### config.mk
export PLATFORM = sky130hd
export DESIGN_NAME = spi_slave_responder
export DESIGN_NICKNAME = d
export VERILOG_FILES = /design/src/rtl/spi_slave_responder.sv
export SDC_FILE = /design/constraint.sdc
export NUM_CORES = 1
export LEC_CHECK = 0
export ABC_AREA = 1
export ABC_CLOCK_PERIOD_IN_PS = 1800
export CAP_MARGIN = 10
export CORE_MARGIN = 2
export CORE_UTILIZATION = 40
export DETAILED_ROUTE_END_ITERATION = 7
export SLEW_MARGIN = 20
export SYNTH_ARGS = -nofsm -noshare
export SYNTH_HDL_FRONTEND = slang
export SYNTH_SLANG_ARGS = --single-unit
### constraint.sdc
create_clock -name clk_i -period 1.8 [get_ports clk_i]
set_clock_uncertainty 0.1 [all_clocks]
set_input_delay 0.27 -clock clk_i [delete_from_list [all_inputs] [get_ports clk_i]]
set_output_delay 0.27 -clock clk_i [all_outputs]
set_load 0.02 [all_outputs]
### src/rtl/spi_slave_responder.sv
// SPI mode-0 responder: receives MSB-first words from an external master and
// shifts out words supplied over a valid/ready TX buffer. SPI pins are brought
// into clk_i through synchronisers. Edges are detected on the synchronised copies.
module spi_slave_responder #(
    parameter int unsigned           DATA_WIDTH  = 8,
    parameter int unsigned           SYNC_STAGES = 2,
    parameter logic [DATA_WIDTH-1:0] IDLE_WORD   = DATA_WIDTH'('hFF)
) (
    input  logic                  clk_i,
    input  logic                  rst_i,
    input  logic                  spi_sclk_i,
    input  logic                  spi_ss_n_i,
    input  logic                  spi_mosi_i,
    output logic                  spi_miso_o,
    output logic                  spi_miso_oe_o,
    input  logic [DATA_WIDTH-1:0] tx_data_i,
    input  logic                  tx_valid_i,
    output logic                  tx_ready_o,
    output logic [DATA_WIDTH-1:0] rx_data_o,
    output logic                  rx_valid_o,
    input  logic                  rx_ack_i,
    output logic                  busy_o,
    output logic                  overrun_o,
    output logic                  underrun_o
);

    localparam int unsigned            CntWidth = $clog2(DATA_WIDTH);
    localparam logic [CntWidth-1:0]    LastBit  = CntWidth'(DATA_WIDTH - 1);

    typedef enum logic {
        StIdle,
        StActive
    } fsmState_e;

    fsmState_e                 state;
    logic [SYNC_STAGES-1:0]    sclkSync;
    logic [SYNC_STAGES-1:0]    ssnSync;
    logic [SYNC_STAGES-1:0]    mosiSync;
    logic                      sclkPrev;
    logic                      ssnPrev;
    logic [CntWidth-1:0]       bitCnt;
    logic [DATA_WIDTH-2:0]     rxSh;
    logic [DATA_WIDTH-2:0]     txRest;
    logic [DATA_WIDTH-1:0]     txBuf;

    logic sclkNow;
    logic ssnNow;
    logic mosiNow;
    logic sclkRise;
    logic sclkFall;
    logic ssnRise;
    logic ssnFall;
    logic loadNow;

    assign sclkNow  = sclkSync[SYNC_STAGES-1];
    assign ssnNow   = ssnSync[SYNC_STAGES-1];
    assign mosiNow  = mosiSync[SYNC_STAGES-1];
    assign sclkRise = sclkNow & ~sclkPrev;
    assign sclkFall = ~sclkNow & sclkPrev;
    assign ssnRise  = ssnNow & ~ssnPrev;
    assign ssnFall  = ~ssnNow & ssnPrev;

    // Word boundary: at select, or on an sclk fall after a completed word (deselect wins).
    assign loadNow = ((state == StIdle) && ssnFall) ||
                     ((state == StActive) && !ssnRise && sclkFall && (bitCnt == '0));

    // Pin synchronisers plus one extra stage on sclk/ss_n for edge detection.
    always_ff @(posedge clk_i) begin
        if (rst_i) begin
            sclkSync <= '0;
            ssnSync  <= '1;
            mosiSync <= '0;
            sclkPrev <= 1'b0;
            ssnPrev  <= 1'b1;
        end else begin
            sclkSync <= {sclkSync[SYNC_STAGES-2:0], spi_sclk_i};
            ssnSync  <= {ssnSync[SYNC_STAGES-2:0], spi_ss_n_i};
            mosiSync <= {mosiSync[SYNC_STAGES-2:0], spi_mosi_i};
            sclkPrev <= sclkNow;
            ssnPrev  <= ssnNow;
        end
    end

    // Transfer FSM with TX buffer, shift registers and RX handshake.
    always_ff @(posedge clk_i) begin
        if (rst_i) begin
            state         <= StIdle;
            bitCnt        <= '0;
            rxSh          <= '0;
            txRest        <= '0;
            txBuf         <= '0;
            tx_ready_o    <= 1'b1;
            spi_miso_o    <= 1'b1;
            spi_miso_oe_o <= 1'b0;
            rx_data_o     <= '0;
            rx_valid_o    <= 1'b0;
            busy_o        <= 1'b0;
            overrun_o     <= 1'b0;
            underrun_o    <= 1'b0;
        end else begin
            overrun_o  <= 1'b0;
            underrun_o <= 1'b0;

            if (rx_ack_i && rx_valid_o) begin
                rx_valid_o <= 1'b0;
            end

            if (tx_valid_i && tx_ready_o) begin
                txBuf      <= tx_data_i;
                tx_ready_o <= 1'b0;
            end

            // A full buffer at a load point is consumed; otherwise the idle word goes out.
            if (loadNow) begin
                if (!tx_ready_o) begin
                    txRest     <= txBuf[DATA_WIDTH-2:0];
                    spi_miso_o <= txBuf[DATA_WIDTH-1];
                    tx_ready_o <= 1'b1;
                end else begin
                    txRest     <= IDLE_WORD[DATA_WIDTH-2:0];
                    spi_miso_o <= IDLE_WORD[DATA_WIDTH-1];
                    underrun_o <= 1'b1;
                end
            end

            case (state)
                StIdle: begin
                    if (ssnFall) begin
                        state         <= StActive;
                        bitCnt        <= '0;
                        spi_miso_oe_o <= 1'b1;
                        busy_o        <= 1'b1;
                    end
                end
                StActive: begin
                    if (ssnRise) begin
                        state         <= StIdle;
                        bitCnt        <= '0;
                        spi_miso_oe_o <= 1'b0;
                        busy_o        <= 1'b0;
                    end else if (sclkRise) begin
                        rxSh <= {rxSh[DATA_WIDTH-3:0], mosiNow};
                        if (bitCnt == LastBit) begin
                            bitCnt     <= '0;
                            rx_data_o  <= {rxSh, mosiNow};
                            rx_valid_o <= 1'b1;
                            overrun_o  <= rx_valid_o & ~rx_ack_i;
                        end else begin
                            bitCnt <= bitCnt + CntWidth'(1);
                        end
                    end else if (sclkFall && (bitCnt != '0)) begin
                        spi_miso_o <= txRest[DATA_WIDTH-2];
                        txRest     <= {txRest[DATA_WIDTH-3:0], 1'b0};
                    end
                end
                default: state <= StIdle;
            endcase
        end
    end

endmodule

After elaboration in Yosys (flattened, before gate mapping)
Cells that the tools add are included.
{"block": "classes", "shifts": 0, "muxes": 32, "n_mul": 0, "eq_ne": 4, "n_reduce_logical": 17, "n_addsub": 1, "order_cmp": 0, "n_bitwise": 15, "div": 0}
{"op": "7-bit 2-to-1 mux", "count": 6}
{"op": "1-bit 2-to-1 mux", "count": 19}
{"op": "3-bit 2-to-1 mux", "count": 4}
{"op": "1-bit inverter", "count": 10}
{"op": "1-bit logical AND", "count": 7}
{"op": "3-bit case mux with 2 select lines", "count": 1}
{"op": "1-bit bitwise AND", "count": 5}
{"op": "5-bit OR reduction", "count": 1}
{"op": "1-bit case mux with 2 select lines", "count": 2}
{"op": "2-bit AND reduction", "count": 2}
{"op": "4-bit AND reduction", "count": 1}
{"op": "3-bit by 1-bit adder with 3-bit output (second input constant)", "count": 1}
{"op": "3-bit == test (second input constant)", "count": 1}
{"op": "3-bit logical NOT", "count": 1}
{"op": "3-bit by 1-bit != test with 1-bit output (second input constant)", "count": 1}
{"op": "3-bit AND reduction", "count": 1}
{"op": "3-bit nonzero test", "count": 1}
{"op": "2-bit by 1-bit != test with 1-bit output (second input constant)", "count": 1}
{"op": "2-bit != test (second input constant)", "count": 1}
{"op": "2-bit OR reduction", "count": 1}
{"op": "1-bit logical NOT", "count": 1}
{"op": "1-bit logical OR", "count": 1}
{"block": "totals", "ram_bits": 0, "mem_bits_ro": 0, "regBits": 48, "inputBits": 15, "memories": 0, "output_inout_bits": 15, "latch_bits": 0}

Depth between registers and ports, before layout
Gate-level depths: netlist (run 1).
{"block": "logic_depth", "word_depth": 12, "depth_mapped": 11, "ltp_nobuf": 11}

Worst setup path before layout (run 1)
OpenSTA, ideal clock, no wires.
{"block": "synth_timing", "path_type": "reg2reg", "startpoint": "register bitCnt[0]", "endpoint": "register txRest[2]", "t_required_ns": 1.591, "path_stages_with_launch": 12, "n_path_buf": 1, "period_less_slack_ns": 1.404, "setup_slack_ns": 0.396, "arrival_time_ns": 1.196, "path_cell_list": "dfxtp_1 inv_1 ha_1 inv_1 nor2_1 nor2_2 nand2_4 buf_6 o21ai_1 inv_1 nand2_1 inv_1"}
{"block": "synth_between", "elab_chain_cells": 8}
{"item": "start, declared", "line_no": "41", "source": "logic [CntWidth-1:0] bitCnt;"}
{"item": "start signal, assigned", "line_no": "149", "source": "bitCnt <= bitCnt + CntWidth'(1);"}
{"item": "3-bit logical NOT", "line_no": "65", "source": "((state == StActive) && !ssnRise && sclkFall && (bitCnt == '0));"}
{"item": "1-bit logical AND", "line_no": "65"}
{"item": "1-bit logical OR", "line_no": "64", "source": "assign loadNow = ((state == StIdle) && ssnFall) ||"}
{"item": "7-bit 2-to-1 mux", "line_no": "114", "source": "if (loadNow) begin"}
{"item": "7-bit 2-to-1 mux", "line_no": "151", "source": "end else if (sclkFall && (bitCnt != '0)) begin"}
{"item": "7-bit 2-to-1 mux", "line_no": "141", "source": "end else if (sclkRise) begin"}
{"item": "7-bit 2-to-1 mux", "line_no": "136", "source": "if (ssnRise) begin"}
{"item": "7-bit 2-to-1 mux (*)", "line_no": "126", "source": "case (state)"}
{"item": "end signal, assigned", "line_no": "116", "source": "txRest <= txBuf[DATA_WIDTH-2:0];"}
{"item": "end signal, assigned", "line_no": "120", "source": "txRest <= IDLE_WORD[DATA_WIDTH-2:0];"}
{"item": "end signal, assigned", "line_no": "153", "source": "txRest <= {txRest[DATA_WIDTH-3:0], 1'b0};"}
{"item": "end, declared", "line_no": "43", "source": "logic [DATA_WIDTH-2:0] txRest;"}
Mark *: on every way between the ends. The rest lies on a longest branch, timed or not.
A chain may end at the register's enable or synchronous reset.

Worst setup path after layout (run 1)
{"block": "layout_timing", "startpoint": "register tx_ready_o", "endpoint": "output port tx_ready_o"}
{"item": "start, declared", "line_no": "18", "source": "output logic tx_ready_o,"}
{"item": "start signal, assigned", "line_no": "92", "source": "tx_ready_o <= 1'b1;"}
{"item": "start signal, assigned", "line_no": "110", "source": "tx_ready_o <= 1'b0;"}
{"item": "start signal, assigned", "line_no": "118", "source": "tx_ready_o <= 1'b1;"}
No word-level cell between the ends.

==> reports/qor.yml, run 1 <==
place:
  placement.setup.worst_slack_ps: 269
  gp_congestion: 0.787
  hpwl_mm: 2.50
  port_buffers: 29
  dpl_cell_area_um2: 2310
clocking:
  cts_tree: "yes"
  post_cts_buffers: 0
  htreeDepth: 2
  clkSinkCount: 48
  path_clk_slew_ps: 90
  ctsResizeCount: 0
  insertion_delay_ps: 300
  hold_buffers: 0
  cts_buffers: 5
  clk_path_buf_depth: 2
  clk_root_buffer_cell: "clkbuf_8"
floorplan:
  die-area_um2: 5490
  core_um2: 4720
  die_w_um: 74.1
  chipHeight_um: 74.1
  row_count: 25
  ios: 30
  start_util_pct: 41.6
synthesis:
  yosysMostFrequentCell: "dfxtp_1"
  ys_ff_latch: 48
  async_flop_share_pct: 0
  ys.flop_type: "dfxtp_1"
  ys_warn_count: 0
  ys_top_cells_by_count: "dfxtp_1 (48), nand2_1 (45), nor2_1 (37)"
  yosysTopAreaCell: "dfxtp_1"
  synth_simple_gate_area_share_pct: 27.3
  synthXorXnorAreaFrac_pct: 0
  synth_adder_area_share_pct: 1.91
  syn-mean-instance-area_um2: 7.68
  synth_compound_gate_area_share_pct: 12.2
  synth_edf_count: 0
  synth_top_area_share_pct: 48.9
  ys_types: 28
  synth_top_family_by_area: "simple AND/OR/NAND/NOR gates"
  syn_area_um2: 1970
  ys_seq_area_share_pct: 48.9
  synth_area_leaders: "dfxtp_1 (49%), nand2_1 (8.6%), nor2_1 (7.1%)"
  synth.area.mux_share_pct: 0
  netlist_instances: 256
  synth_nets: 274
sta:
  setup_ws_ps: 118
  tightestPinTransition_ps: 352
  hold_ws_ps: 308
  final.period_utilization_pct: 93.5
  setup_viol: 0
  setup_tns_ps: 0
  rsz0062_at_grt: "false"
  fin_crit_ps: 1680
  timing.slew.headroom_pct: 76.5
  hold_violations: 0
  drv_slew: 0
  max_freq_mhz: 594
pwr:
  internal-power_w: 0.00149
  power.density_nw_per_um2: 821
  comb_power_share_pct: 9.0
  p_leak_nw: 1.13
  fin_total_pwr_w: 0.00197
  irDropWorstVdd_mv: 0.386
  clkPwrFrac_pct: 34.4
  p_switching_w: 0.000483
  sw_frac_of_total_pct: 24.5
  p_seq_share_pct: 56.5
hold_path:
  hold_class: "reg -> reg"
job:
  drv_cap: 0
routing:
  dr.first_iter.drc_count: 83
  firstDrtPassIters: 4
  drc: 0
  detail_route.vias_per_cell: 4.43
  route.vias.total: 1569
  wire_per_inst_um: 10.2
  antenna_left: 0
  drt-total-wl_mm: 3.61
setup_path:
  max_stage_delay_ps: 620
  crit_slowest_cell: "clkdlybuf4s50_1"
  crit_buf_inv: 1
  path_cells: "clkdlybuf4s50_1"
  cp_data_arrival_time_ps: 1310
  start_kind: "flip-flop"
  end_kind: "output port"
  path_class: "reg -> out"
  cpLargestDelayFamily: "buffers and inverters"
  worstPathMaxFanout: 6
  required_ps: 1430
grt:
  antenna_found_initial: 0
  overflow: 0
  grt_usage_pct: 14.8
  grt_max_degree: 26
  grt_pass1_wl_mm: 6.35
  grt_pass1_vias: 1437
finish:
  nets: 304
  drive_gt1_share_pct: 11.8
  n_antenna_cell: 0
  syn2layout_area_growth_pct: 22.2
  fin_area_um2: 2400
status:
  outcome: "complete, no violations"
stage by stage:
stage,utilization [%],instances
floorplan,-,256
global placement,48.8,346
detailed placement,48.8,346
CTS,50.9,354
global route,50.9,354
finish,50.9,354
final cells by class:
cell class | count | area, um2
Fill cell | 482 | 2320
Sequential cell | 48 | 961
Multi-Input combinational cell | 163 | 813
Timing Repair Buffer | 31 | 305
Inverter | 37 | 143
Tap cell | 67 | 83.8
Clock buffer | 6 | 82.6
Clock inverter | 2 | 13.8
flip-flops by register name (all words and copies together) (netlist names):
name and count:
tx_ready_o 1, rx_data_o 8, spi_miso_o 1, txBuf 8
ssnPrev 1, bitCnt 3, rxSh 7, overrun_o 1
sclkPrev 1, rx_valid_o 1, sclkSync 2, busy_o 1
ssnSync 2, txRest 7, underrun_o 1, state 1
mosiSync 2
worst min-delay path: stages, from the launching register on:
cell and delay (ps):
dfxtp_1 310, inv_1 40, nor2_1 30
layer usage:
metal / vias up / GRT usage (%) / wire length (um)
met3: 4 / 2.71 / 132
li1: 856 / - / -
met5: - / 0 / 0
met1: 680 / 21.2 / 1960
met4: 0 / 6.67 / 55
met2: 29 / 21.7 / 1460
kinds of logic (layout without fill, tap and decap cells):
| group | after synthesis | after routing |
|---|---|---|
| AOI/OAI and AO/OA | 46 | 46 |
| and+or+nand+nor | 114 | 114 |
| DFF | 48 | 48 |
| buffers and inverters | 45 | 76 |
| adders and majority gates | 3 | 3 |
power by group through the flow:
stage          clock network, W  registers (W)  logic, W
6_report               0.000679        0.00111  0.000178
5_1_grt                0.000740        0.00112  0.000206
4_1_cts                0.000697        0.00112  0.000181
3_5_place_dp                  0        0.00114  0.000180
3_3_place_gp                  0        0.00114  0.000179
2_1_floorplan                 0        0.00114  0.000113
path summary, 6_finish.rpt:
check	startpoint	endpoint	slack, ps	cells after the start
hold reg to reg	mosiSync[0]	mosiSync[1]	310	2
setup reg to reg	bitCnt[0]	txRest[0]	250	9
setup / recovery	tx_ready_o	tx_ready_o	120	1
hold / removal	mosiSync[0]	mosiSync[1]	310	2
cells in the final DEF, fill, tap and decap left out, types with 4 or more instances in the layout:
master and count:
a21oi_1 19, inv_2 4, clkbuf_8 6, o21ai_0 21
clkdlybuf4s50_1 29, nand3_1 13, or2_2 5, dfxtp_1 48
nand2_1 45, inv_1 31, nand2_4 4, nor2_1 37
Note: power is estimated with default switching activity, not from simulation.
==> run 2: changes to the inputs <==
--- a/config.mk
+++ b/config.mk
@@ -6,10 +6,11 @@
 export NUM_CORES = 1
 export LEC_CHECK = 0
 export ABC_AREA = 1
-export ABC_CLOCK_PERIOD_IN_PS = 1800
+export ABC_CLOCK_PERIOD_IN_PS = 1410
 export CAP_MARGIN = 10
 export CORE_MARGIN = 2
 export CORE_UTILIZATION = 40
+export CTS_CLUSTER_DIAMETER = 120
 export DETAILED_ROUTE_END_ITERATION = 7
 export SLEW_MARGIN = 20
 export SYNTH_ARGS = -nofsm -noshare
==> constraint.sdc (replaced) <==
create_clock -name clk_i -period 1.41 [get_ports clk_i]
set_clock_uncertainty 0.1 [all_clocks]
set_input_delay 0.2115 -clock clk_i [delete_from_list [all_inputs] [get_ports clk_i]]
set_output_delay 0.2115 -clock clk_i [all_outputs]
set_load 0.02 [all_outputs]
==> reports/qor.yml, run 2 (synthesis results as in run 1) <==
status:
  outcome: "complete, no violations"
clocking:
  htreeDepth: 2  # unchanged
  clk_path_buf_depth: 2  # unchanged
  clk_root_buffer_cell: "clkbuf_8"
  clkSinkCount: 48  # unchanged
  cts_tree: "yes"
  cts_buffers: 5  # unchanged
  hold_buffers: 0  # unchanged
  insertion_delay_ps: 300  # about the same
  path_clk_slew_ps: 80  # about the same
sta:
  final.period_utilization_pct: 98.5
  setup_viol: 0  # unchanged
  setup_ws_ps: 21.2  # -96.6 ps
  tightestPinTransition_ps: 303  # -49.7 ps
  max_freq_mhz: 720
  drv_slew: 0  # unchanged
  rsz0062_at_grt: "true"
  timing.slew.headroom_pct: 79.8  # +3.3 points
  hold_violations: 0  # unchanged
  fin_crit_ps: 1390
routing:
  firstDrtPassIters: 4  # unchanged
  drc: 0  # unchanged
  route.vias.total: 1670  # +6.4%
  detail_route.vias_per_cell: 4.53  # +2.1%
  dr.first_iter.drc_count: 75  # -9.6%
  drt-total-wl_mm: 3.84  # +6.3%
  antenna_left: 0  # unchanged
  wire_per_inst_um: 10.4  # +2.0%
place:
  placement.setup.worst_slack_ps: -61.1  # -330 ps
  port_buffers: 29  # unchanged
  dpl_cell_area_um2: 2390  # +3.8%
  gp_congestion: 0.805  # +2.3%
  dp_cells: 356  # +2.9%
  hpwl_mm: 2.64  # +5.8%
finish:
  largest_registers: "rx_data_o: 8 flops, txBuf: 8 flops"
  layout_commonest_cell: "dfxtp_1"
  n_antenna_cell: 0  # unchanged
  fin_area_um2: 2610  # +8.5%
  drive_gt1_share_pct: 22.5  # +11 points
  final_cell_count_no_fill: 369  # +4.2%
  final_cell_mix: "dfxtp_1 (45), nand2_1 (39), nor2_1 (36)"
  nets: 319  # +4.9%
  syn2layout_area_growth_pct: 32.7
setup_path:
  worstPathMaxFanout: 5  # -1
  start_kind: "flip-flop"
  path_class: "reg -> reg"
  required_ps: 1540  # +110 ps
  cp_data_arrival_time_ps: 1520  # +210 ps
  end_kind: "flip-flop"
floorplan:
  core_um2: 4720  # unchanged
  chipHeight_um: 74.1  # unchanged
  row_count: 25  # unchanged
  die-area_um2: 5490  # unchanged
  start_util_pct: 41.6  # unchanged
  die_w_um: 74.1  # unchanged
  ios: 30  # unchanged
grt:
  antenna_found_initial: 0  # unchanged
  grt_pass1_vias: 1393  # -3.1%
  grt_max_degree: 26  # unchanged
  grt_usage_pct: 15.2  # +0.37 points
  overflow: 0  # unchanged
  grt_pass1_wl_mm: 6.32  # -0.44%
pwr:
  p_leak_nw: 1.29  # +14%
  irDropWorstVdd_mv: 0.465  # +20%
  fin_total_pwr_w: 0.00254  # +29%
  power.density_nw_per_um2: 973  # +19%
job:
  drv_cap: 0  # unchanged
hold_path:
  hold_class: "reg -> reg"
## run 2: path summary, 6_finish.rpt
kind	from	cells after the start	to	slack (ps)
hold / removal	mosiSync[0]	2	mosiSync[1]	310
setup reg to reg	bitCnt[0]	7	rx_data_o[2]	20
setup / recovery	bitCnt[0]	7	rx_data_o[2]	20
hold reg to reg	mosiSync[0]	2	mosiSync[1]	310
## run 2: critical path, stage by stage (launching register included)
cell     delay (ps)
dfxtp_2         330
buf_4           130
ha_1            190
ha_2            190
nand2_4          90
buf_6           120
nand2_1          40
a21oi_1         130
## run 2: final cells by class
cell class,count,area [um2]
fill,462,2120
sequential,48,965
multi-input combinational,163,903
timing repair buffer,46,419
inverter,37,146
clock buffer,8,90.1
tap,67,83.8
## run 2: power breakdown
part	leakage, nW	switching [W]	internal (W)
Combinational	0.854	0.000153	0.000129
Clock	0.0455	0.000432	0.000400
Sequential	0.393	0.0000233	0.00140
Total	1.29	0.000608	0.00193
## run 2: routing by layer
| layer | wire length (um) | track usage (%) | vias up |
|---|---|---|---|
| li1 | - | - | 888 |
| met1 | 1980 | 21.2 | 744 |
| met2 | 1610 | 22.0 | 32 |
| met3 | 181 | 4.47 | 6 |
| met4 | 72 | 6.06 | 0 |
| met5 | 0 | 0 | - |
## run 2: stage by stage
stage                     hold WS, ps  setup TNS [ps]  utilization, %
after floorplan                   215               0               -
after global placement            297            -407            50.7
after detailed placement          307            -866            50.7
after CTS                         315               0            53.5
after global routing              324            -597            55.2
final                             313               0            55.2
## run 2: repair_timing
action / in CTS / in global routing
resized for setup: 29 / 21
endpoints found under the hold margin: 0 / 0
pin swaps: 7 / 11
endpoints found under the setup margin: 31 / 20
buffers inserted: 2 / 3
==> run 3: changes to the inputs <==
--- a/config.mk
+++ b/config.mk
@@ -7,8 +7,7 @@
 export LEC_CHECK = 0
 export ABC_AREA = 1
 export ABC_CLOCK_PERIOD_IN_PS = 1410
-export CAP_MARGIN = 10
-export CORE_MARGIN = 2
+export CORE_MARGIN = 8
 export CORE_UTILIZATION = 40
 export CTS_CLUSTER_DIAMETER = 120
 export DETAILED_ROUTE_END_ITERATION = 7
==> reports/qor.yml, run 3 (synthesis results as in run 1) <==
pwr:
  comb_power_share_pct: 11.6  # +0.5 points
  irDropWorstVdd_mv: 0.765  # +65%
  sw_frac_of_total_pct: 24.7  # +0.76 points
  clkPwrFrac_pct: 32.8  # about the same
  p_switching_w: 0.000633  # +4.1%
  p_seq_share_pct: 55.6  # -0.5 points
  p_leak_nw: 1.30  # +0.53%
  power.density_nw_per_um2: 942  # -3.2%
  internal-power_w: 0.00193  # -0.15%
setup_path:
  end_kind: "flip-flop"
  cp_data_arrival_time_ps: 1560  # +40 ps
  crit_path_end: "txRest[5]"
  r2r_setup_slack_ps: -40  # -60 ps
  start_kind: "flip-flop"
  worstPathMaxFanout: 6  # +1
  rr_worst_depth: 11  # +4
  reg2reg_from: "bitCnt[0]"
  path_class: "reg -> reg"
  setup.worst_path.start: "bitCnt[0]"
  required_ps: 1520  # -20 ps
  rr_endpoint: "txRest[5]"
finish:
  final_cell_mix: "dfxtp_1 (44), nand2_1 (43), nor2_1 (35)"
  syn2layout_area_growth_pct: 38.2
  final_cell_count_no_fill: 373  # +1.1%
  nets: 323  # +1.3%
  utilization_pct: 57.5  # +2.3 points
  largest_registers: "rx_data_o: 8 flops, txBuf: 8 flops"
  fin_area_um2: 2720  # +4.2%
  drive_gt1_share_pct: 24.5  # +2.0 points
  layout_commonest_cell: "dfxtp_1"
  n_antenna_cell: 0  # unchanged
sta:
  final.period_utilization_pct: 103  # +4.4 points
  setup_viol: 7  # +7
  hold_violations: 0  # unchanged
  max_freq_mhz: 690  # -4.2%
  tightestPinTransition_ps: 317  # +14.7 ps
  setup_tns_ps: -192  # -192 ps
  fin_crit_ps: 1450  # +61.4 ps
  setup_ws_ps: -40.2  # -61.4 ps
  drv_slew: 0  # unchanged
  rsz0062_at_grt: "true"
  timing.slew.headroom_pct: 78.8  # -0.98 points
  hold_ws_ps: 311  # -2.30 ps
routing:
  detail_route.vias_per_cell: 4.52  # -0.12%
  wire_per_inst_um: 11.6  # +12%
  drc: 0  # unchanged
  firstDrtPassIters: 4  # unchanged
  dr.first_iter.drc_count: 98  # +31%
  route.vias.total: 1686  # +0.96%
  drt-total-wl_mm: 4.32  # +13%
  antenna_left: 0  # unchanged
hold_path:
  min_delay_path_depth: 2  # unchanged
  hold_class: "reg -> reg"
place:
  hpwl_mm: 2.84  # +7.4%
  dpl_cell_area_um2: 2410  # +0.84%
  port_buffers: 29  # unchanged
  gp_congestion: 0.782  # -2.8%
  dp_cells: 357  # +0.28%
job:
  drv_cap: 0  # unchanged
status:
  violations: "negative setup slack"
  outcome: "finished, violations left"
floorplan:
  core_um2: 4720  # unchanged
  die_w_um: 86.1  # +16%
  chipHeight_um: 86.1  # +16%
  row_count: 25  # unchanged
  ios: 30  # unchanged
  die-area_um2: 7410  # +35%
  start_util_pct: 41.6  # unchanged
grt:
  grt_pass1_wl_mm: 7.28  # +15%
  grt_pass1_vias: 1641  # +18%
  antenna_found_initial: 0  # unchanged
  overflow: 0  # unchanged
  grt_usage_pct: 12.3  # -2.9 points
  grt_max_degree: 26  # unchanged
clocking:
  insertion_delay_ps: 300  # about the same
  cts_buffers: 5  # unchanged
  cts_tree: "yes"
  clk_path_buf_depth: 2  # unchanged
  htreeDepth: 2  # unchanged
  path_clk_slew_ps: 90  # about the same
  clk_root_buffer_cell: "clkbuf_8"
  clkSinkCount: 48  # unchanged
-- run 3: cell count changes in the layout (fill, tap and decap cells not counted), sizes merged --
cell | before | now
buf | 17 | 21
clkinv | 0 | 3
clkbuf | 8 | 6
inv | 37 | 36
-- run 3: how the worst min path moves through the flow --
stage	from	to	slack [ps]
after floorplan	spi_ss_n_i	ssnSync[0]	220
after global placement	mosiSync[0]	mosiSync[1]	290
after detailed placement	ssnSync[0]	ssnSync[1]	300
after CTS	mosiSync[0]	mosiSync[1]	320
after global routing	ssnSync[0]	ssnSync[1]	330
final	mosiSync[0]	mosiSync[1]	310
-- run 3: area by class of cell --
cell class              count  area (um2)
inverters                  37         149
flip-flops and latches     48         966
repair buffers             50         469
well taps                  67        83.8
clock inverters             2        10.0
multi-input cells         163         956
clock buffers               6        82.6
fillers                   452        2010
-- run 3: routing by layer --
| layer | vias up | GRT usage (%) | wire [um] |
|---|---|---|---|
| li1 | 898 | - | - |
| met1 | 751 | 15.2 | 2120 |
| met2 | 32 | 19.0 | 1940 |
| met3 | 5 | 3.82 | 194 |
| met4 | 0 | 5.25 | 68 |
| met5 | - | 0 | 0 |
-- run 3: worst max-delay path, cell delays in order, from the launching register on --
cell     delay [ps]
dfxtp_2         350
inv_2            40
ha_4            150
inv_4            50
nor2_4           40
nor2_4          140
nand2_4          90
buf_6           140
o21ai_2         120
inv_1            40
nand2_1          50
inv_1            30
-- run 3: power groups by stage --
stage	combinational (W)	sequential (W)	clock [W]
floorplan	0.000144	0.00146	0
global placement	0.000258	0.00145	0
detailed placement	0.000260	0.00145	0
CTS	0.000268	0.00142	0.000865
finish	0.000296	0.00142	0.000839
global route	0.000335	0.00143	0.000914
-- run 3: repair_timing --
item                                    in CTS  in global routing
hold buffers                                 0                  0
endpoints found under the setup margin      31                 18
pin swaps                                   10                 11
gates resized for setup                     32                 30
setup buffers                                4                  5
-- run 3: stage by stage --
| stage | setup WS [ps] | total power, W |
|---|---|---|
| 3_3_place_gp | -40.7 | 0.00171 |
| 4_1_cts | 0.981 | 0.00256 |
| 3_5_place_dp | -66.0 | 0.00171 |
| 2_1_floorplan | 5.51 | 0.00160 |
| 5_1_grt | -142 | 0.00268 |
| 6_report | -40.2 | 0.00256 |
